**config.mk**
```make
export PLATFORM = sky130hd
export DESIGN_NAME = ps2_tx_multi
export DESIGN_NICKNAME = d
export VERILOG_FILES = /design/src/rtl/ps2_tx_multi.sv
export SDC_FILE = /design/constraint.sdc
export NUM_CORES = 1
export LEC_CHECK = 0
export CAP_MARGIN = 30
export CORE_MARGIN = 4
export CORE_UTILIZATION = 40
export DETAILED_ROUTE_END_ITERATION = 8
export PLACE_DENSITY = 0.68
export SKIP_CTS_REPAIR_TIMING = 1
export SYNTH_ARGS = -nofsm -noshare
export SYNTH_HDL_FRONTEND = slang
export SYNTH_SLANG_ARGS = --single-unit
```
**constraint.sdc**
```tcl
create_clock -name clk_sys -period 3.3 [get_ports clk_sys]
set_input_delay 0.825 -clock clk_sys [delete_from_list [all_inputs] [get_ports clk_sys]]
set_output_delay 0.825 -clock clk_sys [all_outputs]
set_load 0.005 [all_outputs]
```
**src/rtl/ps2_tx_multi.sv**
```systemverilog
// ps2_tx_multi: bank of N_CH PS/2 device-side transmitters, each with a byte FIFO and host-inhibit abort
module ps2_tx_multi #(
    parameter int N_CH      = 2,
    parameter int CH_BITS   = 1,
    parameter int FIFO_BITS = 3
) (
    input  logic                          clk_sys,
    input  logic                          reset_n,
    input  logic                          ps2_clk,
    input  logic                          wr,
    input  logic [CH_BITS-1:0]            wr_ch,
    input  logic [7:0]                    wr_data,
    input  logic [N_CH-1:0]               clr_ovf,
    input  logic [N_CH-1:0]               ps2_inhibit,
    output logic [N_CH-1:0]               ps2_clk_out,
    output logic [N_CH-1:0]               ps2_dat_out,
    output logic [N_CH-1:0]               fifo_full,
    output logic [N_CH-1:0]               fifo_ovf,
    output logic [N_CH*(FIFO_BITS+1)-1:0] fifo_level
);
    localparam int DEPTH = 1 << FIFO_BITS;
    typedef enum logic [3:0] {IDLE, BIT0, BIT1, BIT2, BIT3, BIT4, BIT5, BIT6, BIT7, PARITY, STOP, DONE} state_t;
    logic clk_q;
    logic tick;
    always_ff @(posedge clk_sys or negedge reset_n)
        if (!reset_n) clk_q <= 1'b0;
        else clk_q <= ps2_clk;
    assign tick = ps2_clk & ~clk_q;
    for (genvar c = 0; c < N_CH; c++) begin : g_ch
        logic [7:0]           mem [DEPTH];
        logic [FIFO_BITS-1:0] wptr;
        logic [FIFO_BITS-1:0] rptr;
        logic [FIFO_BITS:0]   level;
        logic [7:0]           shift;
        logic                 parity;
        logic                 dat;
        logic                 ovf;
        logic                 hit;
        logic                 push;
        logic                 pop;
        state_t               state;
        // level never exceeds DEPTH, so its MSB alone means full
        assign hit  = wr && wr_ch == CH_BITS'(c);
        assign push = hit && !level[FIFO_BITS];
        assign pop  = tick && state == DONE;
        always_ff @(posedge clk_sys)
            if (push) mem[wptr] <= wr_data;
        always_ff @(posedge clk_sys or negedge reset_n) begin
            if (!reset_n) begin
                wptr   <= '0;
                rptr   <= '0;
                level  <= '0;
                shift  <= '0;
                parity <= 1'b0;
                dat    <= 1'b1;
                ovf    <= 1'b0;
                state  <= IDLE;
            end else begin
                if (push) wptr <= wptr + FIFO_BITS'(1);
                if (pop) rptr <= rptr + FIFO_BITS'(1);
                level <= level + {{FIFO_BITS{1'b0}}, push} - {{FIFO_BITS{1'b0}}, pop};
                ovf   <= (hit && level[FIFO_BITS]) | (ovf & ~clr_ovf[c]);
                // abort leaves the head byte queued so it restarts from the start bit
                if (ps2_inhibit[c] && state != IDLE && state != DONE) begin
                    state <= IDLE;
                    dat   <= 1'b1;
                end else if (tick) begin
                    case (state)
                        IDLE: if (|level && !ps2_inhibit[c]) begin
                            shift  <= mem[rptr];
                            parity <= 1'b1;
                            dat    <= 1'b0;
                            state  <= BIT0;
                        end
                        PARITY: begin
                            dat   <= parity;
                            state <= STOP;
                        end
                        STOP: begin
                            dat   <= 1'b1;
                            state <= DONE;
                        end
                        DONE: state <= IDLE;
                        default: begin
                            dat    <= shift[0];
                            shift  <= {1'b0, shift[7:1]};
                            parity <= parity ^ shift[0];
                            state  <= state_t'(state + 4'd1);
                        end
                    endcase
                end
            end
        end
        assign ps2_clk_out[c] = ps2_clk | (state == IDLE);
        assign ps2_dat_out[c] = dat;
        assign fifo_full[c]   = level[FIFO_BITS];
        assign fifo_ovf[c]    = ovf;
        assign fifo_level[c*(FIFO_BITS+1) +: FIFO_BITS+1] = level;
    end
endmodule

```
==> out/qor.yml <==
run_status:
  outcome: "completed"
logic_synthesis:
  yosys.area_share.adder_pct: 3.96
  synth_xor_area_share_pct: 1.21
  async_flop_share_pct: 28.5
  yosysWarnings: 0
  synthTopCellsByArea: "edfxtp_1 48%, dfrtp_1 15%, mux2i_1 7.5%, ha_1 3.5%, a22oi_1 2.6%"
  synth_mux_area_share_pct: 9.43
  syn_area_um2: 7960
  synth_compound_area_share_pct: 8.89
  avgSynthCellArea_um2: 13.9
  synth_top_area_share_pct: 48.3
  yosys.area.top_type: "edfxtp_1"
  syn_inst: 573
  ys_seq_area_share_pct: 64.3
  yosys_most_used_dff: "edfxtp_1"
  ys_seq_elements: 179
  synth_edf_count: 128
  synth_cell_type_count: 55
  syn-num-nets: 614
  synth_top_family_by_area: "multiplexers"
  synthSimpleGateAreaFrac_pct: 8.74
power:
  power_density_nw_per_um2: 750
  p_leak_uw: 0.00337
  ir_worst_vdd_uv: 303
place:
  gp_congestion: 0.779
  portBuffers: 32
  dp_hpwl_um: 10400
timing:
  period_share_pct: 95.3
  rsz0062_at_grt: "false"
  finalCriticalPeriod_ns: 3.15
  slew_headroom_pct: 39.2
  tightest_slew_ns: 0.912
  finalClockSkew_ns: 0.00832
  fmax_mhz: 318
  setup_viol: 0
  hold_viol: 0
  slew_violations: 0
  whs_ns: 0.508
global_route:
  grt_max_degree: 38
  overflow: 0
  grt_use_total_pct: 14.5
  antenna_found_initial: 0
  grt_pass1_wl_um: 25000
  grt_pass1_vias: 4793
setup_path:
  endpoint_kind: "primary output"
  timing.critical_path.max_delay_family: "buffers and inverters"
  crit_required_ns: 2.47
  cpMaxStageDelayCell: "clkdlybuf4s50_1"
  cp_cell_sequence: "inv_1, ha_1, or3b_4, nand2b_1, clkdlybuf4s50_1"
  crit_type: "reg2out"
  slowest_delay_ns: 0.50
  r2r_slack_ns: 1.00
  crit_fanout: 10
  path_buf_inv: 2
  r2r_cells: 9
  rr_startpoint: "g_ch[1].state[0]$_DFFE_PN0P_"
  worstSetupStartpointType: "flop"
  reg2reg_to: "g_ch[1].level[2]$_DFF_PN0_"
  cp.arrival_ns: 2.32
cts:
  clkTransAtPathRegs_ns: 0.07
  cts_tree: "done"
  clockBufferDepth: 2
  clk_latency_ns: 0.43
  cts_root_buffer: "clkbuf_16"
  cts.sinks: 179
  cts_buffers: 17
  cts_max_level: 4
cells_and_area:
  final_core_util_pct: 47.2
  num_antenna_cells: 0
  final_common_cell: "edfxtp_1"
  drive_gt1_share_pct: 12.2
  nets: 658
  mostFrequentLayoutCells: "128 x edfxtp_1, 60 x mux2i_1, 49 x dfrtp_1"
  synthToLayoutAreaGrowth_pct: 15.9
routing:
  wirelength_um: 15200
  via_count: 4694
  vias_per_cell: 5.24
  drc: 0
  first_iter_violations: 361
  first_pass_iters: 7
  ant_nets: 0
  wire_per_inst_um: 17.0
floorplan:
  start_util_pct: 40.8
  core_um2: 19500
  die_x_um: 149
  dieArea_um2: 22200
  num_rows: 51
  die_y_um: 149
  io_pins: 33
run:
  max_cap_viol_count: 0
worst_hold_path:
  holdCritPathClass: "in2async"
[per-stage QoR]
stage | power, uW | setup slack [ns] | cells | setup TNS [ns] | cell area [um^2]
floorplan | 4310 | 0.755 | 573 | 0 | 7960
global placement | 4790 | 0.362 | 863 | 0 | 8620
detailed placement | 4910 | 0.266 | 863 | 0 | 8620
CTS | 6970 | -0.00390 | 895 | -0.00390 | 9220
global route | 7350 | 0.0435 | 895 | 0 | 9230
finish | 6920 | 0.154 | 895 | 0 | 9230
[cells by family after synthesis]
logic type | count (synthesis)
AOI/OAI and AO/OA | 99
and+or+nand+nor | 134
buffers and inverters | 57
DFF | 179
muxes | 69
adders and majority gates | 24
xor gates and xnor gates | 11
[cell type report]
class                           instances  area (um^2)
Clock buffer                           17          425
Clock inverter                         15          178
Fill cell                            1688        10300
Inverter                               25         93.8
Multi-Input combinational cell        337         2570
Sequential cell                       179         5120
Tap cell                              265          332
Timing Repair Buffer                   57          503
[report_power, final]
group	switching (uW)	internal (uW)	total (uW)	leakage, uW
combinational	966	862	1830	0.00131
clock	858	1200	2060	0.000288
sequential	285	2760	3040	0.00176
total	2110	4820	6920	0.00337
[synth_stat cells, drive strengths merged (2+ instances only)]
master,count
nand2b,13
mux2,5
mux4,4
o21a,5
a22oi,28
buf,20
nor3,7
and3,2
nor2b,8
a31oi,17
nor2,31
xnor2,6
a21o,4
inv,25
o2bb2ai,2
and2,3
dfrtp,49
a21oi,14
nand3b,5
dfstp,2
fa,2
nand3,17
clkbuf,12
ha,22
or3b,3
mux2i,60
o22ai,8
o21ai,11
a22o,2
nor3b,6
xor2,5
nand2,34
or3,2
edfxtp,128
[registers in the layout, summed over array words and instances, names as in the netlist]
signal,count
g_ch.mem,128
g_ch.wptr,6
g_ch.state,8
g_ch.level,8
g_ch.shift,16
g_ch.parity,2
g_ch.ovf,2
clk_q,1
g_ch.rptr,6
g_ch.dat,2
[routing by layer]
| metal | GRT usage, % | part of all wire, % | up-vias |
|---|---|---|---|
| met5 | 0 | 0 | - |
| met4 | 5.03 | 1.5 | 0 |
| met3 | 3.46 | 4.6 | 15 |
| met2 | 23.3 | 48 | 120 |
| met1 | 19.5 | 46 | 2338 |
| li1 | - | - | 2221 |
[how the worst max path moves through the flow]
stage	end	cells past startpoint	slack, ns	from
after floorplan	g_ch[0].level[2]$_DFF_PN0_	8	0.75	wr_ch
after global placement	g_ch[1].level[1]$_DFF_PN0_	10	0.36	wr_ch
after detailed placement	g_ch[1].level[2]$_DFF_PN0_	10	0.27	wr_ch
after CTS	ps2_clk_out[1]	5	-0.004	g_ch[1].state[0]$_DFFE_PN0P_
after global routing	ps2_clk_out[1]	5	0.04	g_ch[1].state[0]$_DFFE_PN0P_
final	ps2_clk_out[0]	5	0.15	g_ch[0].state[0]$_DFFE_PN0P_
Note: power is estimated with default switching activity, not from simulation.
